File: config.mk
export PLATFORM = sky130hd
export DESIGN_NAME = ps2_key_decoder
export DESIGN_NICKNAME = d
export VERILOG_FILES = /design/src/rtl/ps2_key_pkg.sv /design/src/rtl/ps2_event_fifo.sv /design/src/rtl/ps2_key_decoder.sv
export SDC_FILE = /design/constraint.sdc
export NUM_CORES = 1
export LEC_CHECK = 0
export ABC_CLOCK_PERIOD_IN_PS = 2900
export BUFFER_PORTS_ARGS = -buffer_cell sky130_fd_sc_hd__buf_2
export CORE_UTILIZATION = 55
export CTS_CLUSTER_DIAMETER = 80
export DETAILED_ROUTE_END_ITERATION = 7
export GPL_TIMING_DRIVEN = 1
export PLACE_DENSITY = 0.73
export SKIP_LAST_GASP = 1
export SLEW_MARGIN = 30
export SYNTH_ARGS = -nofsm -noshare
export SYNTH_HDL_FRONTEND = slang
export SYNTH_SLANG_ARGS = --single-unit
File: constraint.sdc
create_clock -name clk -period 2.9 [get_ports clk]
set_input_delay 0.145 -clock clk [delete_from_list [all_inputs] [get_ports clk]]
set_output_delay 0.145 -clock clk [all_outputs]
set_load 0.02 [all_outputs]
File: src/rtl/ps2_key_pkg.sv
// Shared types and constants for the PS/2 key event decoder.
package ps2_key_pkg;

  typedef enum logic [1:0] {
    ST_IDLE     = 2'd0,
    ST_GOT_E0   = 2'd1,
    ST_GOT_F0   = 2'd2,
    ST_GOT_E0F0 = 2'd3
  } ps2_state_e;

  localparam logic [7:0] PS2_EXT = 8'hE0;
  localparam logic [7:0] PS2_BRK = 8'hF0;

  localparam int unsigned EVT_EXT = 9;
  localparam int unsigned EVT_BRK = 8;
  localparam int unsigned EVT_W   = 10;

  function automatic logic [EVT_W-1:0] pack_evt(input logic ext, input logic brk,
                                               input logic [7:0] code);
    logic [EVT_W-1:0] evt;
    evt          = '0;
    evt[EVT_EXT] = ext;
    evt[EVT_BRK] = brk;
    evt[7:0]     = code;
    return evt;
  endfunction

endpackage

File: src/rtl/ps2_event_fifo.sv
// First-word-fall-through event FIFO with sticky overflow; head reads as zero when empty.
module ps2_event_fifo
  import ps2_key_pkg::*;
#(
  parameter int unsigned DEPTH = 8,
  parameter int unsigned W     = EVT_W
) (
  input  logic         clk,
  input  logic         reset_n,
  input  logic         push,
  input  logic [W-1:0] din,
  input  logic         pop,
  input  logic         clr_overflow,
  output logic [W-1:0] dout,
  output logic         empty,
  output logic         full,
  output logic         overflow,
  output logic         accepted
);

  localparam int unsigned AW = $clog2(DEPTH);
  localparam logic [AW-1:0] PTR_ONE   = 1;
  localparam logic [AW:0]   CNT_ONE   = 1;
  localparam logic [AW:0]   DEPTH_CNT = DEPTH[AW:0];

  logic [W-1:0]  mem_q [DEPTH];
  logic [AW-1:0] wr_ptr_q, rd_ptr_q;
  logic [AW:0]   count_q, count_d;
  logic          overflow_q;
  logic          do_pop, drop;

  assign empty    = (count_q == '0);
  assign full     = (count_q == DEPTH_CNT);
  // A pop in the same cycle frees the slot a full FIFO needs for the push.
  assign do_pop   = pop && !empty;
  assign accepted = push && (!full || do_pop);
  assign drop     = push && full && !do_pop;
  assign dout     = empty ? '0 : mem_q[rd_ptr_q];
  assign overflow = overflow_q;

  always_comb begin
    count_d = count_q;
    case ({accepted, do_pop})
      2'b10:   count_d = count_q + CNT_ONE;
      2'b01:   count_d = count_q - CNT_ONE;
      default: count_d = count_q;
    endcase
  end

  always_ff @(posedge clk or negedge reset_n) begin
    if (!reset_n) begin
      wr_ptr_q   <= '0;
      rd_ptr_q   <= '0;
      count_q    <= '0;
      overflow_q <= 1'b0;
    end else begin
      count_q <= count_d;
      if (accepted) wr_ptr_q <= wr_ptr_q + PTR_ONE;
      if (do_pop)   rd_ptr_q <= rd_ptr_q + PTR_ONE;
      if (drop) begin
        overflow_q <= 1'b1;
      end else if (clr_overflow) begin
        overflow_q <= 1'b0;
      end
    end
  end

  always_ff @(posedge clk) begin
    if (accepted) mem_q[wr_ptr_q] <= din;
  end

endmodule

File: src/rtl/ps2_key_decoder.sv
// Folds E0/F0 prefixed PS/2 scan bytes into {ext, brk, code} events with an IRQ pulse.
// Optional PS2_TYPEMATIC_FILTER_EN suppresses repeated make events (auto-repeat).
module ps2_key_decoder
  import ps2_key_pkg::*;
#(
  parameter int unsigned DEPTH          = 8,
  parameter int unsigned PREFIX_TIMEOUT = 200000
) (
  input  logic             clk,
  input  logic             reset_n,
  input  logic             rx_done_tick,
  input  logic [7:0]       key,
  input  logic             rd_en,
  output logic [EVT_W-1:0] evt_data,
  output logic             evt_valid,
  output logic             fifo_full,
  output logic             overflow,
  input  logic             clr_overflow,
  output logic             key_irq
);

  localparam int unsigned CNT_W = $clog2(PREFIX_TIMEOUT);
  localparam logic [CNT_W-1:0] CNT_MAX = CNT_W'(PREFIX_TIMEOUT - 1);
  localparam logic [CNT_W-1:0] CNT_ONE = 1;

  ps2_state_e       state_q, state_d;
  logic [CNT_W-1:0] cnt_q, cnt_d;
  logic             emit, emit_ext, emit_brk;
  logic             push, accepted, fifo_empty;
  logic             key_irq_q;
  logic [EVT_W-1:0] evt_in;

  always_comb begin
    state_d  = state_q;
    cnt_d    = cnt_q;
    emit     = 1'b0;
    emit_ext = 1'b0;
    emit_brk = 1'b0;
    if (rx_done_tick) begin
      cnt_d = '0;
      case (state_q)
        ST_IDLE: begin
          if (key == PS2_EXT) begin
            state_d = ST_GOT_E0;
          end else if (key == PS2_BRK) begin
            state_d = ST_GOT_F0;
          end else begin
            emit = 1'b1;
          end
        end
        ST_GOT_E0: begin
          if (key == PS2_BRK) begin
            state_d = ST_GOT_E0F0;
          end else if (key != PS2_EXT) begin
            emit     = 1'b1;
            emit_ext = 1'b1;
            state_d  = ST_IDLE;
          end
        end
        ST_GOT_F0, ST_GOT_E0F0: begin
          // A prefix after F0 is a protocol error: restart as if seen from IDLE.
          if (key == PS2_EXT) begin
            state_d = ST_GOT_E0;
          end else if (key == PS2_BRK) begin
            state_d = ST_GOT_F0;
          end else begin
            emit     = 1'b1;
            emit_ext = (state_q == ST_GOT_E0F0);
            emit_brk = 1'b1;
            state_d  = ST_IDLE;
          end
        end
        default: state_d = ST_IDLE;
      endcase
    end else if (state_q != ST_IDLE) begin
      if (cnt_q == CNT_MAX) begin
        state_d = ST_IDLE;
        cnt_d   = '0;
      end else begin
        cnt_d = cnt_q + CNT_ONE;
      end
    end
  end

`ifdef PS2_TYPEMATIC_FILTER_EN
  logic [8:0] held_q;
  logic       held_vld_q;
  logic       suppress;

  assign suppress = emit && !emit_brk && held_vld_q && (held_q == {emit_ext, key});
  assign push     = emit && !suppress;

  always_ff @(posedge clk or negedge reset_n) begin
    if (!reset_n) begin
      held_q     <= '0;
      held_vld_q <= 1'b0;
    end else if (emit) begin
      if (emit_brk) begin
        held_vld_q <= 1'b0;
      end else begin
        held_q     <= {emit_ext, key};
        held_vld_q <= 1'b1;
      end
    end
  end
`else
  assign push = emit;
`endif

  always_ff @(posedge clk or negedge reset_n) begin
    if (!reset_n) begin
      state_q   <= ST_IDLE;
      cnt_q     <= '0;
      key_irq_q <= 1'b0;
    end else begin
      state_q   <= state_d;
      cnt_q     <= cnt_d;
      key_irq_q <= accepted;
    end
  end

  assign evt_in = pack_evt(emit_ext, emit_brk, key);

  ps2_event_fifo #(
    .DEPTH (DEPTH),
    .W     (EVT_W)
  ) u_fifo (
    .clk          (clk),
    .reset_n      (reset_n),
    .push         (push),
    .din          (evt_in),
    .pop          (rd_en),
    .clr_overflow (clr_overflow),
    .dout         (evt_data),
    .empty        (fifo_empty),
    .full         (fifo_full),
    .overflow     (overflow),
    .accepted     (accepted)
  );

  assign evt_valid = !fifo_empty;
  assign key_irq   = key_irq_q;

endmodule
After elaboration in Yosys (flattened, before gate mapping). Memories as Yosys holds them, arrays and structs flattened. Cells that the tools add are included.

Shift-type cells: 0. Bitwise logic cells: 0. Order comparisons: 0. Equality and inequality tests: 12. Reduce and logical (&&, ||, !) cells: 18. Multipliers: 0. Div/mod/pow operators: 0. $add $sub $neg: 5. Muxes and demuxes: 31.

Operators by type and width (number): $mux 18 (3); $add 18x1->18 const B (1); $eq 18x18->1 const B (1); $mux 2 (9); $eq 8x8->1 const B (2); $mux 1 (14); $mux 10 (1); $reduce_bool 2->1 (5); $ne 4x4->1 const B (2); $ne 8x8->1 const B (1); $pmux 4 s2 (1); $add 3x1->3 const B (2); $eq 2x2->1 const B (3); $pmux 2 s3 (1); $add 4x1->4 const B (1); $eq 2x1->1 const B (2); $eq 4x4->1 const B (1); $logic_and 1x1->1 (4); $logic_not 4->1 (1); $pmux 1 s2 (2); $reduce_and 4->1 (1); $sub 4x1->4 const B (1); $logic_not 1->1 (3); $reduce_or 3->1 (1); other kinds (3) (3).

Bits in latches: 0. Memory bits (read-only): 0. Flip-flop bits (word level): 32. Word-level logic and storage cells: 74. Bits in writable memories: 80. Output and inout port bits: 14. Input bits: 13. Memories kept: 1.

Memories: u_fifo.mem_q (depth 8, bits a word 10, rd ports 1, clocked after memory_dff 0, wr ports 1, line ps2_event_fifo.sv:26) `logic [W-1:0] mem_q [DEPTH];`.

Longest topological paths before layout. Gate-level depths: netlist of the first run.

Depth after elaboration: 8. Mapped depth: 9. Mapped depth without buffers: 9.

Cells and area by module. A second synthesis of the first run with hierarchy kept.

Cell total of the unflattened synthesis: 314. Area total of the unflattened synthesis: 4839.6 µm².

By module, submodules not included: ps2_event_fifo (cells each 193, area each 3691.0 µm², sequential area each 2677.6 µm², instances 1); ps2_key_decoder (cells each 121, area each 1148.6 µm², sequential area each 525.5 µm², instances 1).

Worst setup path before layout of the first run. OpenSTA, ideal clock, no wires.

Path kind: register -> register. Start point: register u_fifo.count_q[1]. End point: memory u_fifo.mem_q[0][0] (netlist bit), enable pin. Path buffers: 0. Period minus slack after synthesis: 2.160 ns. Setup slack: 0.740 ns. Library setup time: 0.403 ns. Cell stages (with the launch flop): 5. Data required time: 2.497 ns. Arrival time: 1.757 ns. Cells stage by stage: dfrtp_1 -> nor3_1 -> nand3b_1 -> nand2_4 -> nor4_1.

Cells in the longest elaborated chain, start to end: 7. Elaborated cells on any way between the ends: 9. Classes of those cells: 1 x eq/ne; 2 x mux; 6 x reduce/logical.

RTL lines: from (decl) (line ps2_event_fifo.sv:28) `logic [AW:0] count_q, count_d;`; from (signal assigned) (line ps2_event_fifo.sv:57) `count_q <= count_d;`; $logic_not 4->1 (line ps2_event_fifo.sv:32) `assign empty = (count_q == '0);`; $logic_not 1->1 (line ps2_event_fifo.sv:35) `assign do_pop = pop && !empty;`; $logic_and 1x1->1 (line ps2_event_fifo.sv:35); $logic_or 1x1->1 * (line ps2_event_fifo.sv:36) `assign accepted = push && (!full || do_pop);`; $logic_and 1x1->1 * (line ps2_event_fifo.sv:36); $mux 1 * (line ps2_event_fifo.sv:69) `if (accepted) mem_q[wr_ptr_q] <= din;`; $mux 1 (not written as such) * (line ps2_event_fifo.sv:69); to (decl) (line ps2_event_fifo.sv:26).

Every way passes the cells marked *; elsewhere a longest branch is shown, timed or not.

Worst setup path after layout of the first run.
Start point: register u_fifo.rd_ptr_q[0]. End point: output port evt_data[5].

Cells in the longest elaborated chain, start to end: 2.

RTL lines: from (decl) (line ps2_event_fifo.sv:27) `logic [AW-1:0] wr_ptr_q, rd_ptr_q;`; from (signal assigned) (line ps2_event_fifo.sv:59) `if (do_pop) rd_ptr_q <= rd_ptr_q + PTR_ONE;`; $mem_v2 8x10; $mux 10 (line ps2_event_fifo.sv:38) `assign dout = empty ? '0 : mem_q[rd_ptr_q];`; to (decl) (line ps2_key_decoder.sv:14) `output logic [EVT_W-1:0] evt_data,`.

Every way passes these cells.

==> results.toml, run 1 <==
[synth]
syn_inst = 303
yosysTopAreaCell = "edfxtp_1"
yosysSeqAreaShare_pct = 66.1
synth-main-ff-cell = "edfxtp_1"
synth_edf_count = 80
synth_top_area_share_pct = 49.6
avgSynthCellArea_sq_um = 16.0
ys_ff_latch = 112
synth.cell_area_sq_um = 4850
ys_warn_count = 0
synthDistinctLibCells = 51
synth_async_sr_flop_share_pct = 28.6
synth_fp_nets = 320
synth.area.top_cells = "edfxtp_1 (50%), dfrtp_1 (17%), mux4_2 (9.3%)"

[final_layout]
n_antenna_cell = 0
final_cells = 459
final_cell_mix = "edfxtp_1 (80), dfrtp_1 (32), nor2_1 (27)"
fin_nets = 366
syn2layout_area_growth_pct = 10.9
drive_gt1_share_pct = 27.7
final_common_cell = "edfxtp_1"

[hold_path]
hp-class = "in -> reg"
hold_depth = 2

[grt]
grt_pass1_wl_mm = 13.9
grt_pass1_vias = 2691
antenna_found_initial = 0
grtUsageTotal_pct = 21.3
overflow = 0
grt_start_max_net_pins = 33

[critical_path]
cp-start-kind = "register"
critPathKind = "reg -> out"
end_kind = "primary output"
arrival_ps = 2200
worstRegToRegCells = 6
crit_path_max_fanout = 10
crit_start = "u_fifo.rd_ptr_q[0]"
r2r_slack_ps = 740
r2r-start = "u_fifo.count_q[1]"
required_ps = 2760
crit_path_end = "evt_data[5]"
regToRegEndpoint = "u_fifo.mem_q[7][1]"

[power]
leakage_uw = 0.00195
seqPwrFrac_pct = 49.5
p_total_uw = 4400
netSwitchingPower_uw = 1450
power_frac_clock_pct = 18.3
p_int_uw = 2950
power_density_nw_per_um2 = 818
p_comb_share_pct = 32.1
ir_drop_mv = 0.267
swShare_pct = 32.9

[clocking]
tritoncts = "done"
root_buffer = "clkbuf_8"
clock_path_buffers = 2
htree_num_levels = 3
numCtsBuffers = 9
clk_pin_slew_ps = 100
clock_latency_ps = 370
cts_setup_buffers = 0
clkSinkCount = 112

[sta]
tightestPinTransition_ps = 950
fmax_mhz = 426
hold_ws_ps = 35.3
finalMaxSlewViolations = 0
finalClockSkew_ps = 8.41
min_period_over_period_pct = 80.9
finalHoldViolCount = 0
relSlewSlack_pct = 36.4
setup_viol = 0
rsz0062_at_grt = "false"
period_needed_ps = 2350
fin_ws_ps = 554
setup_tns_ps = 0

[run]
max_cap_violations = 0

[status]
outcome = "finished clean"

[placed_design]
post-place-ws_ps = 731
dp.cells = 441
dpl.hpwl_mm = 6.09
place_congestion = 0.868
portBuffers = 26

[routing]
wirelength_mm = 8.60
drc = 0
ant_nets = 0
drtIter0Drc = 107
avgViaCountPerCell = 5.72
wl_per_cell_microns = 18.7
route.vias.total = 2625
drt-pass1-iter-count = 4

[die]
core_area_sq_um = 8380
fp.dieH_microns = 95.9
die_w_microns = 95.9
ios = 27
die-area_sq_um = 9190
std_cell_rows = 33
start_util_pct = 57.8
## power groups by stage
stage / registers, uW / logic, uW / clock network (uW)
6_report: 2180 / 1410 / 807
5_1_grt: 2210 / 1550 / 891
4_1_cts: 2190 / 1450 / 833
3_5_place_dp: 2220 / 1440 / 0
3_3_place_gp: 2210 / 1400 / 0
2_1_floorplan: 2090 / 1070 / 0
## cell usage after synthesis, types with 2 or more instances
cell type  count
nor3_1        10
and2_1         2
nor2_1        28
xnor2_1        9
dfrtp_1       32
a21oi_1        3
clkbuf_1       3
ha_1           4
nor4_2         3
nand3_4        2
nand2_1       22
xor2_1        11
or3_1          4
edfxtp_1      80
nor4_4         2
mux2i_1       10
nand3_1       10
buf_2          2
nand4bb_1      2
and3_1         2
nand4_1        2
nand2b_1       3
inv_1          6
o21ai_1        2
o21ai_0        4
mux4_2        20
## registers in the layout, summed over array words and instances, names as in the netlist
signal           cells
u_fifo.wr_ptr_q      3
u_fifo.rd_ptr_q      3
cnt_q               18
u_fifo.overflow      1
key_irq              1
u_fifo.count_q       4
u_fifo.mem_q        80
state_q              2
## worst min path at each step
stage	from	to	slack, ps
4_1_cts	rd_en	u_fifo.count_q[3]	20
5_1_grt	rd_en	u_fifo.count_q[3]	30
3_5_place_dp	reset_n	cnt_q[9]	240
2_1_floorplan	reset_n	cnt_q[0]	-150
3_3_place_gp	reset_n	cnt_q[10]	240
6_report	rd_en	u_fifo.count_q[3]	40
## repair_timing
item                      4_1_cts  5_1_grt
hold buffers                    2        0
hold endpoints to repair       33        0
gates resized for setup         0        0
## logic make-up after synthesis
| family | after synthesis | share of synthesized area, % |
|---|---|---|
| flip-flops | 112 | 66.1 |
| multiplexers | 32 | 11.9 |
| adder cells (fa/ha/maj) | 4 | 1.03 |
| AND/OR/NAND/NOR | 102 | 12.9 |
| buffers and inverters | 15 | 1.34 |
| XOR/XNOR | 20 | 3.61 |
| AO/OA/AOI/OAI | 18 | 3.10 |
## routing by layer
metal / track usage (%) / up-vias / share of wire, %
met5: 0 / - / 0
met4: 7.96 / 0 / 1.4
met3: 5.29 / 13 / 4.3
met2: 36.2 / 61 / 52
met1: 26.5 / 1310 / 42
li1: - / 1241 / -
## critical path, cell delays in order (launching register included)
cell and delay (ps):
dfrtp_1 680, buf_4 270, mux4_2 500, mux2i_1 160, nor2_1 60, buf_2 150
## metrics by stage
step	instance area (sq um)	utilization [%]
2_1_floorplan	4850	-
3_3_place_gp	5190	61.9
3_5_place_dp	5190	61.9
4_1_cts	5380	64.1
5_1_grt	5380	64.1
6_report	5380	64.1
## area by class of cell
cell class,instances,area [sq um]
Clock buffer,11,131
Clock inverter,5,33.8
Fill cell,620,3010
Inverter,8,32.5
Multi-Input combinational cell,176,1590
Sequential cell,112,3200
Tap cell,105,131
Timing Repair Buffer,42,255
Note: power is estimated with default switching activity, not from simulation.
==> run 2, diff against run 1 <==
ABC_CLOCK_PERIOD_IN_PS = 2100   (was 2900)
CORE_UTILIZATION = 54   (was 55)
PLACE_DENSITY = 0.75   (was 0.73)
clock period = 2.1 ns   (was 2.9 ns; I/O delays follow)
==> run 2 against run 1 <==
Via count increased by 2.9%; clock skew increased by 2.5 ps; non-clock buffer count increased by 15; hold slack improved by 5.2 ps; global-route usage decreased by 0.17 points; first-iteration DRC count increased by 30%; sequential cell count unchanged; utilization increased by 0.22 points; combinational power increased by 62%; register-to-register slack got worse by 620 ps; critical endpoint is now u_fifo.count_q[2]; highest routed layer unchanged.
==> results.toml, run 2 (synthesized netlist as in run 1, its figures left out) <==
[status]
outcome = "finished clean"

[grt]
antenna_found_initial = 0
grt_start_max_net_pins = 33
grt_pass1_wl_mm = 14.8
overflow = 0
grtUsageTotal_pct = 21.1
grt_pass1_vias = 2867

[clocking]
root_buffer = "clkbuf_8"
clkSinkCount = 112
numCtsBuffers = 9
clk_pin_slew_ps = 100
htree_num_levels = 3
clock_path_buffers = 2
tritoncts = "done"
clock_latency_ps = 370

[sta]
hold_ws_ps = 40.5
min_period_over_period_pct = 97.4
relSlewSlack_pct = 49.4
finalMaxSlewViolations = 0
fmax_mhz = 489
finalClockSkew_ps = 10.9
setup_viol = 0
fin_ws_ps = 53.6
tightestPinTransition_ps = 753
rsz0062_at_grt = "true"
finalHoldViolCount = 0
period_needed_ps = 2050

[final_layout]
fillCellCount = 615
final_cells = 477
final_common_cell = "edfxtp_1"
fin_nets = 381
largest_register_ffs = 80
reg.largest.list = "u_fifo.mem_q: 80 flops, cnt_q: 18 flops, u_fifo.count_q: 4 flops"
syn2layout_area_growth_pct = 15.8
n_antenna_cell = 0
drive_gt1_share_pct = 32.5
fin_util_pct = 64.3
final_cell_mix = "edfxtp_1 (80), dfrtp_1 (31), buf_2 (26)"
top_register = "u_fifo.mem_q"

[die]
ios = 27
start_util_pct = 55.6
std_cell_rows = 34
die-area_sq_um = 9360
fp.dieH_microns = 96.7
die_w_microns = 96.7
core_area_sq_um = 8720

[routing]
drt-pass1-iter-count = 4
route.vias.total = 2701
drtIter0Drc = 139
avgViaCountPerCell = 5.66
wirelength_mm = 9.24
drc = 0
wl_per_cell_microns = 19.4
ant_nets = 0

[run]
max_cap_violations = 0

[critical_path]
r2r_slack_ps = 120
end_kind = "register"
crit_path_end = "u_fifo.count_q[2]"
required_ps = 2380
crit_start = "key[7]"
r2r-start = "u_fifo.count_q[3]"
critPathKind = "in -> reg"
worstRegToRegCells = 10
arrival_ps = 2330
cp-start-kind = "input pin"
regToRegEndpoint = "u_fifo.count_q[2]"
crit_path_max_fanout = 3

[power]
power_density_nw_per_um2 = 1160
p_total_uw = 6510
ir_drop_mv = 0.469
leakage_uw = 0.00206

[placed_design]
dp.cells = 456
place_congestion = 0.764
post-place-ws_ps = -7.48
portBuffers = 26
dpl.hpwl_mm = 6.18

[hold_path]
hp-class = "in -> reg"
[run 2: what timing repair did]
item / 4_1_cts / 5_1_grt
buffers inserted: 0 / 1
gates resized for setup: 1 / 6
hold buffers: 3 / 0
setup endpoints to repair: 6 / 15
endpoints found under the hold margin: 34 / 0
gates cloned: 0 / 1
pin swaps: 0 / 3
[run 2: how the worst min path moves through the flow]
stage | from | to | slack (ps) | cells after the start
after global placement | reset_n | u_fifo.rd_ptr_q[0] | 200 | 1
after detailed placement | reset_n | u_fifo.rd_ptr_q[0] | 210 | 1
after floorplan | reset_n | cnt_q[0] | -190 | 0
final | key[2] | u_fifo.mem_q[7][2] | 40 | 1
after global routing | key[2] | u_fifo.mem_q[7][2] | 30 | 1
after CTS | key[2] | u_fifo.mem_q[7][2] | 20 | 1
[run 2: per-stage QoR]
stage	setup TNS, ps	cell area [sq um]
final	0	5610
after global routing	-100	5610
after CTS	-5.77	5550
after detailed placement	-36.7	5310
after global placement	-556	5310
after floorplan	0	4850
[run 2: area by class of cell]
cell class | instances | area, sq um | area share, %
Multi-Input combinational cell | 176 | 1620 | 28.9
Clock buffer | 9 | 124 | 2.21
Clock inverter | 7 | 80.1 | 1.43
Tap cell | 108 | 135 | 2.41
Timing Repair Buffer | 57 | 413 | 7.36
Inverter | 8 | 32.5 | 0.580
Sequential cell | 112 | 3200 | 57.1
[run 2: worst max-delay path: stages]
cell and delay, ps:
dlygate4sd3_1 520, buf_2 160, nand4b_4 120, o41a_4 390, buf_4 170, nor2_4 110
xor2_1 170, ha_2 210, nor2_1 50, a32oi_2 170, xnor2_1 150
[run 2: power breakdown]
part           leakage (uW)  total [uW]  switching (uW)  internal [uW]
clock              0.000103        1300             730            567
sequential          0.00115        2930             229           2700
combinational      0.000811        2280            1190           1100
[run 2: layer usage]
| metal | GRT usage, % | part of all wire [%] | up-vias |
|---|---|---|---|
| li1 | - | - | 1274 |
| met4 | 8.50 | 1.7 | 0 |
| met2 | 32.6 | 49 | 68 |
| met3 | 4.41 | 4.4 | 12 |
| met5 | 0 | 0 | - |
| met1 | 29.8 | 45 | 1347 |
==> run 3, diff against run 2 <==
CTS_BUF_LIST = sky130_fd_sc_hd__clkbuf_16   (was default)
CTS_CLUSTER_DIAMETER = 120   (was 80)
==> run 3 against run 2 <==
Count of clock-buffer cells in the layout did not move; cell count fell by 0.63%; design area rose by 0.91%; via count rose by 0.52%; die area did not move; total power rose by 5.3%; combinational power fell by 3%; wire length fell by 0.69%; first-iteration DRC count rose by 13%; hold slack got worse by 18 ps; critical endpoint is now evt_data[4].
==> results.toml, run 3 (synthesized netlist as in run 1, its figures left out) <==
[grt]
grt_pass1_vias = 2925
grtUsageTotal_pct = 21.4
overflow = 0
grt_start_max_net_pins = 33
grt_pass1_wl_mm = 15.1
antenna_found_initial = 0

[hold_path]
hp-class = "in -> reg"

[sta]
finalMaxSlewViolations = 0
period_needed_ps = 2050
finalClockSkew_ps = 6.96
relSlewSlack_pct = 49.0
tightestPinTransition_ps = 760
setup_viol = 0
finalHoldViolCount = 0
setup_tns_ps = 0
fmax_mhz = 489
fin_ws_ps = 54.7
min_period_over_period_pct = 97.4
rsz0062_at_grt = "true"

[routing]
wl_per_cell_microns = 19.4
ant_nets = 0
drt-pass1-iter-count = 4
drtIter0Drc = 157
route.vias.total = 2715
avgViaCountPerCell = 5.73
wirelength_mm = 9.17
drc = 0

[final_layout]
n_antenna_cell = 0
top_register = "u_fifo.mem_q"
drive_gt1_share_pct = 31.4
syn2layout_area_growth_pct = 16.8
reg.largest.list = "u_fifo.mem_q: 80 flops, cnt_q: 18 flops, u_fifo.count_q: 4 flops"
final_area_sq_um = 5660
fin_nets = 378
final_common_cell = "edfxtp_1"
final_cell_mix = "edfxtp_1 (80), dfrtp_1 (32), buf_2 (26)"
largest_register_ffs = 80

[power]
leakage_uw = 0.00209
p_total_uw = 6850
power_density_nw_per_um2 = 1210
ir_drop_mv = 0.554

[placed_design]
place_congestion = 0.764
portBuffers = 26
post-place-ws_ps = -7.48
dpl.hpwl_mm = 6.18
placed_cell_area_sq_um = 5310

[critical_path]
cpPeakStageDelay_ps = 530
cp_slowest_cell = "mux4_2"
required_ps = 2000
path_cells = "buf_12 -> mux4_2 -> mux2i_1 -> nor2_1 -> buf_2"
cp-start-kind = "register"
arrival_ps = 1940
path_delay_family = "multiplexers"
critPathKind = "reg -> out"
path_buf_inv = 2
end_kind = "primary output"
crit_path_max_fanout = 22

[clocking]
cts_setup_buffers = 0
clock_latency_ps = 350
clk_pin_slew_ps = 70
root_buffer = "clkbuf_16"
numCtsBuffers = 9
clock_path_buffers = 2
tritoncts = "done"
htree_num_levels = 3
clkSinkCount = 112

[status]
outcome = "finished clean"

[die]
die_w_microns = 96.7
ios = 27
die-area_sq_um = 9360
core_area_sq_um = 8720
std_cell_rows = 34
start_util_pct = 55.6
fp.dieH_microns = 96.7

[run]
max_cap_violations = 0
-- run 3: cell count changes in the layout (fill, tap and decap cells not counted), sizes merged --
| cell | change |
|---|---|
| dlygate4sd3 | -1 |
| buf | -1 |
| clkbuf | -1 |
-- run 3: final timing paths --
kind,start,end,slack (ps),depth (start not counted)
min reg2reg,u_fifo.overflow,u_fifo.overflow,530,2
max reg2reg,u_fifo.count_q[3],u_fifo.count_q[2],140,10
max,u_fifo.rd_ptr_q[0],evt_data[4],50,5
min in group asynchronous,reset_n,u_fifo.rd_ptr_q[0],360,2
min,key[7],u_fifo.mem_q[4][7],20,1
max in group asynchronous,reset_n,cnt_q[8],1270,2
-- run 3: power by group --
part | switching (uW) | leakage, uW | internal (uW) | total (uW)
clock network | 793 | 0.000150 | 941 | 1730
registers | 214 | 0.00115 | 2700 | 2910
logic | 1170 | 0.000792 | 1040 | 2210
total | 2180 | 0.00209 | 4670 | 6850
-- run 3: cell type report --
cell class | instances | area [sq um]
Clock inverter | 7 | 80.1
Fill cell | 611 | 3060
Tap cell | 108 | 135
Clock buffer | 9 | 225
Timing Repair Buffer | 54 | 370
Sequential cell | 112 | 3200
Inverter | 8 | 32.5
Multi-Input combinational cell | 176 | 1620
-- run 3: worst register-to-register path: cells and delay by family (launching register included) --
family          cells  cell delay [ps]
flops               1              390
fa+ha+maj           1              210
buf+inv             2              260
compound gates      1               70
xor+xnor            2              280
simple gates        4              640
-- run 3: through the flow --
stage / std cells / util (%) / hold WS [ps]
floorplan: 303 / - / -191
global placement: 456 / 60.8 / 198
detailed placement: 456 / 60.9 / 206
CTS: 474 / 64.7 / 19.9
global route: 474 / 64.9 / 11.2
finish: 474 / 64.9 / 22.6
-- run 3: layer usage --
metal / up-vias / share of wire (%) / GRT usage, % / wire [microns]
met5: - / 0 / 0 / 0
met2: 63 / 49 / 33.7 / 4480
met4: 0 / 2.7 / 9.18 / 248
met1: 1365 / 45 / 29.4 / 4090
li1: 1267 / - / - / -
met3: 20 / 3.9 / 4.19 / 354
-- run 3: what timing repair did --
item                                    in CTS  in global routing
hold buffers                                 2                  0
gates resized for setup                      1                  3
endpoints found under the hold margin       33                  0
endpoints found under the setup margin       5                 12
